==> src/rtl/fb_write_queue.sv <==
// rtl/fb_write_queue.sv - pixel write queue feeding a framebuffer memory port
//
// Accepts (x, y, color) pixels, converts each one to a byte address at
// acceptance time, queues {address, color} in a FIFO and plays the entries
// out one at a time on a req/ack memory write port.
//
// Ports:
//   clk, rst_n        clock, asynchronous active-low reset
//   i_fb_base_addr    framebuffer base byte address, sampled per pixel
//   i_pixel_valid/o_pixel_ready, i_pixel_x/y, i_pixel_color   pixel input
//   o_mem_req/i_mem_ack, o_mem_addr, o_mem_wdata              memory write
//   o_fifo_level      queued entries (output register not included)
//   o_busy            queue non-empty or request outstanding
//   o_drop_count      clipped-pixel count
//
// Build option: define FB_WRITE_QUEUE_CLIP_EN to drop off-screen pixels and
// count them; otherwise every pixel is queued and o_drop_count is 0.

module fb_write_queue #(
   parameter int SCREEN_WIDTH  = 640,
   parameter int SCREEN_HEIGHT = 480,
   parameter int COLOR_WIDTH   = 32,
   parameter int ADDR_WIDTH    = 32,
   parameter int COORD_WIDTH   = 10,
   parameter int FIFO_DEPTH    = 8
) (
   input  logic                               clk,
   input  logic                               rst_n,
   input  logic [ADDR_WIDTH-1:0]              i_fb_base_addr,
   input  logic                               i_pixel_valid,
   output logic                               o_pixel_ready,
   input  logic [COORD_WIDTH-1:0]             i_pixel_x,
   input  logic [COORD_WIDTH-1:0]             i_pixel_y,
   input  logic [COLOR_WIDTH-1:0]             i_pixel_color,
   output logic                               o_mem_req,
   input  logic                               i_mem_ack,
   output logic [ADDR_WIDTH-1:0]              o_mem_addr,
   output logic [COLOR_WIDTH-1:0]             o_mem_wdata,
   output logic [$clog2(FIFO_DEPTH+1)-1:0]    o_fifo_level,
   output logic                               o_busy,
   output logic [15:0]                        o_drop_count
);

   localparam int LVL_W      = $clog2(FIFO_DEPTH + 1);
   localparam int PTR_W      = $clog2(FIFO_DEPTH);
   localparam int BYTE_SHIFT = $clog2(COLOR_WIDTH / 8);
   localparam int ENTRY_W    = ADDR_WIDTH + COLOR_WIDTH;

   typedef enum logic {S_IDLE, S_REQ} state_t;

   state_t                  state_q;
   logic [ENTRY_W-1:0]      fifo_mem [FIFO_DEPTH];
   logic [PTR_W-1:0]        wr_ptr_q, rd_ptr_q;
   logic [LVL_W-1:0]        level_q, level_d;
   logic                    ready_en_q;
   logic [ADDR_WIDTH-1:0]   addr_q;
   logic [COLOR_WIDTH-1:0]  wdata_q;

   logic                    fifo_full, fifo_empty;
   logic                    accept, clipped, push, pop;
   logic [ADDR_WIDTH-1:0]   pix_off, entry_addr;
   logic [ADDR_WIDTH-1:0]   head_addr;
   logic [COLOR_WIDTH-1:0]  head_data;

   assign fifo_full  = (level_q == LVL_W'(FIFO_DEPTH));
   assign fifo_empty = (level_q == '0);

   // ready_en_q holds ready low through reset and up to the first edge after it
   assign o_pixel_ready = ready_en_q && !fifo_full;
   assign accept        = i_pixel_valid && o_pixel_ready;

   // Linear pixel index scaled to bytes; wraps modulo 2^ADDR_WIDTH
   assign pix_off    = ADDR_WIDTH'(i_pixel_y) * ADDR_WIDTH'(SCREEN_WIDTH)
                     + ADDR_WIDTH'(i_pixel_x);
   assign entry_addr = i_fb_base_addr + (pix_off << BYTE_SHIFT);

`ifdef FB_WRITE_QUEUE_CLIP_EN
   localparam logic [31:0] SW_U = SCREEN_WIDTH;
   localparam logic [31:0] SH_U = SCREEN_HEIGHT;
   logic [15:0] drop_q;

   assign clipped = (32'(i_pixel_x) >= SW_U) || (32'(i_pixel_y) >= SH_U);

   always_ff @(posedge clk or negedge rst_n) begin
      if (!rst_n) begin
         drop_q <= '0;
      end else if (accept && clipped && (drop_q != 16'hFFFF)) begin
         drop_q <= drop_q + 16'd1;
      end
   end
   assign o_drop_count = drop_q;
`else
   assign clipped      = 1'b0;
   assign o_drop_count = '0;
`endif

   assign push = accept && !clipped;
   // A pop happens whenever the output register is free to take the head:
   // in IDLE, or in REQ on the ack that retires the current request.
   assign pop  = !fifo_empty && ((state_q == S_IDLE) || i_mem_ack);

   assign {head_addr, head_data} = fifo_mem[rd_ptr_q];
   assign level_d = level_q + LVL_W'(push) - LVL_W'(pop);

   // Storage is not reset; validity is tracked entirely by the pointers/level
   always_ff @(posedge clk) begin
      if (push) begin
         fifo_mem[wr_ptr_q] <= {entry_addr, i_pixel_color};
      end
   end

   always_ff @(posedge clk or negedge rst_n) begin
      if (!rst_n) begin
         wr_ptr_q   <= '0;
         rd_ptr_q   <= '0;
         level_q    <= '0;
         ready_en_q <= 1'b0;
      end else begin
         ready_en_q <= 1'b1;
         level_q    <= level_d;
         if (push) wr_ptr_q <= wr_ptr_q + PTR_W'(1);
         if (pop)  rd_ptr_q <= rd_ptr_q + PTR_W'(1);
      end
   end

   always_ff @(posedge clk or negedge rst_n) begin
      if (!rst_n) begin
         state_q <= S_IDLE;
         addr_q  <= '0;
         wdata_q <= '0;
      end else begin
         case (state_q)
            S_IDLE: begin
               if (!fifo_empty) begin
                  addr_q  <= head_addr;
                  wdata_q <= head_data;
                  state_q <= S_REQ;
               end
            end
            S_REQ: begin
               if (i_mem_ack) begin
                  if (!fifo_empty) begin
                     addr_q  <= head_addr;
                     wdata_q <= head_data;
                  end else begin
                     state_q <= S_IDLE;
                  end
               end
            end
            default: state_q <= S_IDLE;
         endcase
      end
   end

   assign o_mem_req    = (state_q == S_REQ);
   assign o_mem_addr   = addr_q;
   assign o_mem_wdata  = wdata_q;
   assign o_fifo_level = level_q;
   assign o_busy       = !fifo_empty || (state_q == S_REQ);

endmodule

==> config.mk <==
export PLATFORM = sky130hd
export DESIGN_NAME = fb_write_queue
export DESIGN_NICKNAME = d
export VERILOG_FILES = /design/src/rtl/fb_write_queue.sv
export SDC_FILE = /design/constraint.sdc
export NUM_CORES = 1
export LEC_CHECK = 0
export ABC_AREA = 1
export CAP_MARGIN = 20
export CORE_ASPECT_RATIO = 0.6
export CORE_MARGIN = 10
export CORE_UTILIZATION = 53
export DETAILED_ROUTE_END_ITERATION = 8
export PLACE_DENSITY = 0.82
export SLEW_MARGIN = 10
export SYNTH_ARGS = -nofsm -noshare
export SYNTH_HDL_FRONTEND = slang
export SYNTH_SLANG_ARGS = --single-unit
==> constraint.sdc <==
create_clock -name clk -period 4.05 [get_ports clk]
set_clock_uncertainty 0.2 [all_clocks]
set_input_delay 0.81 -clock clk [delete_from_list [all_inputs] [get_ports clk]]
set_output_delay 0.81 -clock clk [all_outputs]
set_load 0.005 [all_outputs]
Word level (Yosys, flattened, before mapping)
Memories as Yosys holds them, arrays and structs flattened.
Cells that the tools add are included.
Storage, ports and cells
  memories kept: 1
  bits in registers: 76
  RAM bits: 512
  output and inout port bits: 87
Memories
  fifo_mem: depth 8, bits a word 64, read ports 1, clocked after Yosys merged registers in 0, wr ports 1, RTL line 52  | logic [ENTRY_W-1:0] fifo_mem [FIFO_DEPTH];
Cells by class
  eq/ne operators: 2
  muxes and demuxes: 11
  bitwise logic cells: 1
  multiply operators: 1
  add/sub/neg operators: 6
  reductions and logical operators: 8
Operators with widths (number)
  two-way mux 32 bit: 4
  case mux 32 bit (2 select lines): 2
  adder 32 x 23 -> 32 bit: 1
  adder 20 x 10 -> 21 bit: 1
  multiplier 10 x 3 -> 13 bit, second input constant: 1
  adder 3 x 1 -> 3 bit, second input constant: 2
  adder 4 x 1 -> 4 bit: 1
  equality test 4 bit, second input constant: 1
  zero test 4 bit: 1
  two-way mux 1 bit: 4
  subtractor 4 x 1 -> 4 bit: 1
  logical AND 1 bit: 3
  zero test 1 bit: 2
  logical OR 1 bit: 2
  inequality test 2 bit, second input constant: 1
  case mux 1 bit (2 select lines): 1
  NOT 1 bit: 1

Depth between registers and ports, before layout
Gate-level depths: netlist of the first run.
  word-level depth: 6
  gate-level depth with buffers: 25
  gate-level depth less buffers: 25

Least setup slack after synthesis of the first run
OpenSTA, ideal clock, no wires.
  path type: flip-flop to flip-flop
  start point: reg level_q[2] (netlist: o_fifo_level[2])
  end point: mem fifo_mem[0][0] in the netlist's numbering, enable pin
  buffers on the path: 0
  cell stages (with the launch flop): 7
  slack: -0.650 ns
  arrival time: 4.014 ns
  period minus slack after synthesis: 4.700 ns
  path through: dfrtp_1 inv_1 ha_1 a21boi_0 nand2_1 or2_2 nor2_1
On the way
  longest elaborated chain between the ends: 6
RTL lines
  from (decl): RTL line 54  | logic [LVL_W-1:0] level_q, level_d;
  from (signal assigned): RTL line 120  | level_q <= level_d;
  equality test 4 bit: RTL line 65  | assign fifo_full = (level_q == LVL_W'(FIFO_DEPTH));
  zero test 1 bit: RTL line 69  | assign o_pixel_ready = ready_en_q && !fifo_full;
  logical AND 1 bit: RTL line 69
  via o_pixel_ready: RTL line 31  | output logic o_pixel_ready,
  logical AND 1 bit: RTL line 70  | assign accept = i_pixel_valid && o_pixel_ready;
  two-way mux 1 bit: RTL line 107  | if (push) begin
  two-way mux 1 bit (implied by the code): RTL line 108  | fifo_mem[wr_ptr_q] <= {entry_addr, i_pixel_color};
  to (decl): RTL line 52
The timed path passes the listed nets, and every way through them passes these cells.

Final worst setup path of the first run
  start point: in i_pixel_y[0]
  end point: mem fifo_mem[5][49] in the netlist's numbering, data pin
On the way
  longest elaborated chain between the ends: 3
RTL lines
  from (decl): RTL line 33  | input logic [COORD_WIDTH-1:0] i_pixel_y,
  multiplier 10 x 3 -> 13 bit: RTL line 73  | assign pix_off = ADDR_WIDTH'(i_pixel_y) * ADDR_WIDTH'(SCREEN_WIDTH)
  adder 20 x 10 -> 21 bit: RTL line 74  | + ADDR_WIDTH'(i_pixel_x);
  adder 32 x 23 -> 32 bit: RTL line 75  | assign entry_addr = i_fb_base_addr + (pix_off << BYTE_SHIFT);
  via entry_addr[17]: RTL line 61  | logic [ADDR_WIDTH-1:0] pix_off, entry_addr;
The timed path passes the listed nets, and every way through them passes these cells.

==> results of run 1 <==
[routing by layer]
metal	part of all wire, %	track usage [%]	up-vias
met5	0	0	-
met4	1.5	4.31	0
met3	9.5	4.01	95
met2	47	35.9	860
met1	42	31.6	8573
li1	-	-	7987
[how the worst min path moves through the flow]
stage / from / slack (ps) / endpoint
floorplan: o_mem_addr[21] / 270 / o_mem_addr[21]
global placement: o_mem_wdata[22] / 260 / o_mem_wdata[22]
detailed placement: o_mem_wdata[2] / 260 / o_mem_wdata[2]
CTS: rst_n / 60 / o_mem_addr[8]
global route: rst_n / 60 / o_mem_req
finish: rst_n / 40 / o_mem_req
[stage by stage]
stage	setup TNS, ps	cells
2_1_floorplan	-166940	2119
3_3_place_gp	-108270	2904
3_5_place_dp	-117020	2904
4_1_cts	0	3001
5_1_grt	-2550	3008
6_report	0	3008
[registers in the layout (all words and copies together) (netlist names)]
register      count
o_mem_req         1
rd_ptr_q          3
ready_en_q        1
o_fifo_level      4
fifo_mem        512
o_mem_wdata      32
wr_ptr_q          3
o_mem_addr       32
[final cells by class]
type	instances	area [um^2]	area share (%)
clock buffers	69	1430	4.70
clock inverters	29	377	1.24
inverters	110	420	1.39
multi-input cells	1293	7340	24.2
flip-flops and latches	588	17300	57.0
well taps	630	788	2.60
repair buffers	289	2700	8.91
[what timing repair did]
item	in CTS	in global routing
setup buffers	0	7
setup endpoints to repair	128	136
gates resized for setup	64	69
pin swaps	23	41
[where the power goes]
part | leakage [nW] | switching (mW) | internal [mW]
clock | 0.863 | 2.24 | 2.95
combinational | 4.70 | 4.35 | 2.51
sequential | 5.53 | 0.397 | 7.63
total | 11.1 | 6.98 | 13.1
[placed cells by master, fill, tap and decap left out, types with 52 or more instances in the layout]
| cell | n |
|---|---|
| clkbuf_16 | 52 |
| clkdlybuf4s50_1 | 149 |
| nand3_1 | 73 |
| o221ai_1 | 105 |
| dfrtp_1 | 73 |
| nor2_1 | 294 |
| edfxtp_1 | 512 |
| o21ai_0 | 249 |
| buf_4 | 117 |
| inv_1 | 99 |
| nand2_1 | 286 |
[critical path, delay by kind of cell]
| family | cells | cell delay, ps |
|---|---|---|
| xor gates and xnor gates | 2 | 470 |
| buffers and inverters | 3 | 450 |
| and+or+nand+nor | 7 | 880 |
| adders and majority gates | 4 | 1160 |
| AOI/OAI and AO/OA | 2 | 380 |
[logic make-up after synthesis]
logic type / share of synthesized area, %
AND/OR/NAND/NOR: 11.6
flip-flops: 69.0
AO/OA/AOI/OAI: 11.2
buffers and inverters: 4.37
adder cells (fa/ha/maj): 2.77
XOR/XNOR: 1.01
other: 0.0300
==> flow_summary.ini, run 1 <==
[global_route]
grt.total_usage_pct = 22.3
antenna_found_initial = 0
grt_max_degree = 258
grt_pass1_wl_um = 100000
grt_pass1_vias = 17600
gr-total-overflow = 0

[setup_path]
r2r_start = o_fifo_level[2]
cp_max_fo = 8
critPathMaxStageDelay_ps = 450
regToRegSetupSlack_ps = 1110
cp-endpoint = fifo_mem[5][49]
crit_path_end_kind = flip-flop
reg2reg_depth = 8
crit_path_start = i_pixel_y[0]
cp_cell_sequence = dlygate4sd2_1, ha_2, ha_4, inv_2, fa_1, nor2_2, nand3_2, a21oi_4, nand2_2, xor2_1, ha_1, buf_6, nand2_1, nand2_2, o21bai_4, nor2_1, nand2_2, xor2_4
arrival_ps = 4160
cp-start-kind = primary input
cp_common_cell = nand2_2
required_ps = 4220
regToRegEndpoint = fifo_mem[5][31]
crit_type = primary input to flip-flop
cpMaxStageDelayCell = fa_1

[yosys]
synth_commonest_cells = 512 x edfxtp_1, 314 x nand2_1, 314 x nor2_1
yosysTopAreaCell = edfxtp_1
ys.flop_type = edfxtp_1
ys_types = 36
syn-cell-area_um2 = 25000
ys_warn_count = 0
yosysMostFrequentCell = edfxtp_1
synth_enable_flop_cells = 512
synth_area_leaders = edfxtp_1 61%, dfrtp_1 7.6%, o21ai_0 5.1%, nand2_1 4.7%, nor2_1 4.7%
post-synth-top-area-fraction_pct = 61.4
async_flop_share_pct = 12.9
yosysSeqAreaShare_pct = 69.0
syn_area_per_cell_um2 = 11.9
ys_ff_latch = 588
synth_cells = 2103

[finish]
n_fill_cell = 3329
insertedDiodeCount = 0
nNetsFinal = 2475
drive_above_1_share_pct = 13.9
fin_util_pct = 65.3
fin_area_um2 = 30300
area_growth_pct = 21.2

[power_and_ir_drop]
leakagePower_nw = 11.1
finalPower_mw = 20.1
p_per_area_nw_per_um2 = 662
irDropWorstVdd_mv = 0.646

[detailed_routing]
wl_per_cell_um = 21.7
via_count = 17500
route.detailed.drc = 0
routed_wl_um = 65100
viasPerCell = 5.82
antenna_left = 0
drt_iter0_drc = 2062
dr.pass1.iters = 6

[clock_network]
worstSkewPairLatency_ps = 610
clk_pin_slew_worst_paths_ps = 60
cts_tree = done
htree_levels = 2
ctsHoldBuffers = 0
numCtsBuffers = 52
clockRootBuffer = clkbuf_16
clkSinkCount = 588
clk_path_buf_depth = 3

[worst_hold_path]
min_path_type = primary input to async pin

[placement]
placed_area_um2 = 28000
preCtsSetupSlack_ps = -988
numPortBuffers = 158
place_congestion = 0.963
dpl.hpwl_um = 38900

[floorplan]
die_y_um = 188
start_util_pct = 53.9
die_w_um = 301
rows = 61
core_area_um2 = 46500
io_pins = 175
dieArea_um2 = 56600

[sta]
hold_viol = 0
fin_crit_ps = 4000
timing.hold.ws_ps = 36.3
setup_ws_ps = 53.3
period_share_pct = 98.7
slew_viol_final = 0
setup_viol = 0
max_freq_mhz = 250
worst_slew_pin_slew_ps = 1120
maxSlewHeadroom_pct = 25.4

[flow_run]
drv_cap = 0

[status]
status = finished clean
(Power assumes the default switching activity.)
==> run 2, diff against run 1 <==
--- a/config.mk
+++ b/config.mk
@@ -7,11 +7,14 @@
 export LEC_CHECK = 0
 export ABC_AREA = 1
 export CAP_MARGIN = 20
+export CELL_PAD_IN_SITES_DETAIL_PLACEMENT = 0
+export CELL_PAD_IN_SITES_GLOBAL_PLACEMENT = 1
 export CORE_ASPECT_RATIO = 0.6
 export CORE_MARGIN = 10
-export CORE_UTILIZATION = 53
+export CORE_UTILIZATION = 43
+export CTS_CLUSTER_DIAMETER = 80
 export DETAILED_ROUTE_END_ITERATION = 8
-export PLACE_DENSITY = 0.82
+export PLACE_DENSITY_LB_ADDON = 0.1
 export SLEW_MARGIN = 10
 export SYNTH_ARGS = -nofsm -noshare
 export SYNTH_HDL_FRONTEND = slang
==> run 2 against run 1 <==
Net effect:
- via count is 3.5% lower
- first-iteration DRC count is 35% lower
- wire length is 2.8% higher
- clock power about the same
- utilization shrank 12 points
- critical path depth up 3
- die area is 21% higher
- hold slack better by 79 ps
- non-clock buffer count shrank 10
- total power grew 0.56%
- count of clock-buffer cells in the layout grew 18
- critical path type unchanged
==> flow_summary.ini, run 2 (synthesized netlist as in run 1, its figures left out) <==
[floorplan]
io_pins = 175
start_util_pct = 43.5
rows = 68
dieArea_um2 = 68600
core_area_um2 = 57500
die_y_um = 207
die_w_um = 332

[global_route]
gr-usage-met2_pct = 30.0
grt_pass1_wl_um = 103000
grt.total_usage_pct = 19.0
antenna_found_initial = 1
gr-total-overflow = 0
met3_usage_pct = 2.76
use_met1_pct = 28.1
gr-max-usage-layer = met2
grt_pass1_vias = 16600
grt_max_degree = 258

[placement]
numPortBuffers = 158
place_congestion = 0.873
placed_cells = 3036
dpl.hpwl_um = 39100
preCtsSetupSlack_ps = -1160
placed_area_um2 = 28300

[setup_path]
cp_cell_sequence = dlygate4sd2_1, ha_1, ha_2, inv_1, fa_2, inv_1, nand2_1, nor2_2, nand2_2, nor3_4, buf_4, nor2_1, ha_4, nand2_4, nor2_4, nand2_1, inv_1, nand2_1, nand2_2, xor2_2, buf_4
arrival_ps = 4250
r2r_start = rd_ptr_q[1]
cp_max_fo = 8
cp-endpoint = fifo_mem[3][50]
path_depth = 21
cp-start-kind = primary input
regToRegSetupSlack_ps = 1220
required_ps = 4300
path_buf_inv = 6
crit_path_end_kind = flip-flop
crit_path_start = i_pixel_y[0]
cpMaxStageDelayCell = fa_2
cp_top_family = adder cells
reg2reg_depth = 5
critPathMaxStageDelay_ps = 470
crit_type = primary input to flip-flop
regToRegEndpoint = o_mem_addr[24]

[detailed_routing]
route.detailed.drc = 0
viasPerCell = 5.37
via_count = 16900
antenna_left = 0
dr.pass1.iters = 7
routed_wl_um = 67000
wl_per_cell_um = 21.3
drt_iter0_drc = 1348

[sta]
rsz0062_at_grt = yes
period_share_pct = 98.7
worst_slew_pin_slew_ps = 1170
slew_viol_final = 0
tns_ps = 0
setup_viol = 0
setup_ws_ps = 52.2
max_freq_mhz = 250
fin_crit_ps = 4000
timing.hold.ws_ps = 115
hold_viol = 0
maxSlewHeadroom_pct = 21.9

[clock_network]
numCtsBuffers = 55
clkSinkCount = 588
clk_pin_slew_worst_paths_ps = 60
worstSkewPairLatency_ps = 590
clk_path_buf_depth = 3
clockRootBuffer = clkbuf_16
cts_tree = done
htree_levels = 2

[power_and_ir_drop]
leakagePower_nw = 11.1
irDropWorstVdd_mv = 0.736
p_per_area_nw_per_um2 = 657

[finish]
area_growth_pct = 22.7
regMostFlops = fifo_mem
layout.cells.non_filler = 3144
nNetsFinal = 2468
largest_reg_flops = 512
mostFrequentLayoutCells = 512 x edfxtp_1, 289 x nor2_1, 278 x nand2_1, 251 x o21ai_0, 149 x clkdlybuf4s50_1
insertedDiodeCount = 0
fin_area_um2 = 30700
final_common_cell = edfxtp_1
drive_above_1_share_pct = 14.1

[worst_hold_path]
min_path_type = primary input to async pin

[flow_run]
drv_cap = 0

[status]
status = finished clean
==> run 2: cell types whose count changed in the layout (fill, tap and decap cells not counted), moves of 4 or more <==
cell	before	now
buf_4	117	98
buf_12	11	24
clkbuf_1	11	21
nand2_1	286	278
nand2_4	7	14
clkbuf_16	52	57
nor2_1	294	289
buf_6	4	0
bufinv_16	7	3
==> run 2: worst min path at each step <==
| stage | start | to | slack [ps] | cells past startpoint |
|---|---|---|---|---|
| finish | rst_n | o_mem_addr[10] | 110 | 1 |
| global route | rst_n | o_mem_addr[13] | 170 | 1 |
| CTS | rst_n | o_mem_addr[10] | 130 | 1 |
| detailed placement | o_mem_addr[16] | o_mem_addr[16] | 270 | 2 |
| global placement | o_mem_wdata[29] | o_mem_wdata[29] | 260 | 2 |
| floorplan | o_mem_addr[21] | o_mem_addr[21] | 270 | 2 |
==> run 2: layout make-up <==
type	count	area [um^2]
Fill cell	4961	26800
Sequential cell	588	17300
Inverter	110	418
Timing Repair Buffer	279	2790
Clock inverter	17	200
Clock buffer	87	1630
Tap cell	770	963
Multi-Input combinational cell	1293	7450
==> run 2: metrics by stage <==
stage | utilization [%] | power (mW)
finish | 53.4 | 20.2
global route | 53.4 | 21.4
CTS | 52.6 | 20.3
detailed placement | 49.1 | 15.0
global placement | 49.1 | 14.8
floorplan | - | 12.0
==> run 2: report_power, final <==
part / total (mW) / leakage (nW) / switching [mW] / internal [mW]
combinational: 6.87 / 4.72 / 4.29 / 2.58
sequential: 8.10 / 5.53 / 0.472 / 7.63
clock: 5.22 / 0.887 / 2.25 / 2.97
total: 20.2 / 11.1 / 7.01 / 13.2
==> run 2: worst register-to-register path, delay by kind of cell, from the launching register on <==
kind            cells  cell delay [ps]
buf+inv             1              770
compound gates      3              750
flops               1              930
simple gates        1              130
==> run 2: what timing repair did <==
item / CTS / global route
resized for setup: 62 / 90
setup buffers: 1 / 3
endpoints found under the setup margin: 136 / 136
pin swaps: 26 / 27
hold buffers: 0 / 0
==> run 2: layer usage <==
layer	wire length (um)	up-vias
met4	930	2
met2	30200	437
met3	3380	78
li1	-	7978
met5	13	-
met1	32500	8400
==> run 3, diff against run 2 <==
--- a/config.mk
+++ b/config.mk
@@ -6,6 +6,7 @@
 export NUM_CORES = 1
 export LEC_CHECK = 0
 export ABC_AREA = 1
+export ABC_CLOCK_PERIOD_IN_PS = 4050
 export CAP_MARGIN = 20
 export CELL_PAD_IN_SITES_DETAIL_PLACEMENT = 0
 export CELL_PAD_IN_SITES_GLOBAL_PLACEMENT = 1
==> results of run 3 <==
No change in the layout: final DEF, timing and power equal those of run 2.
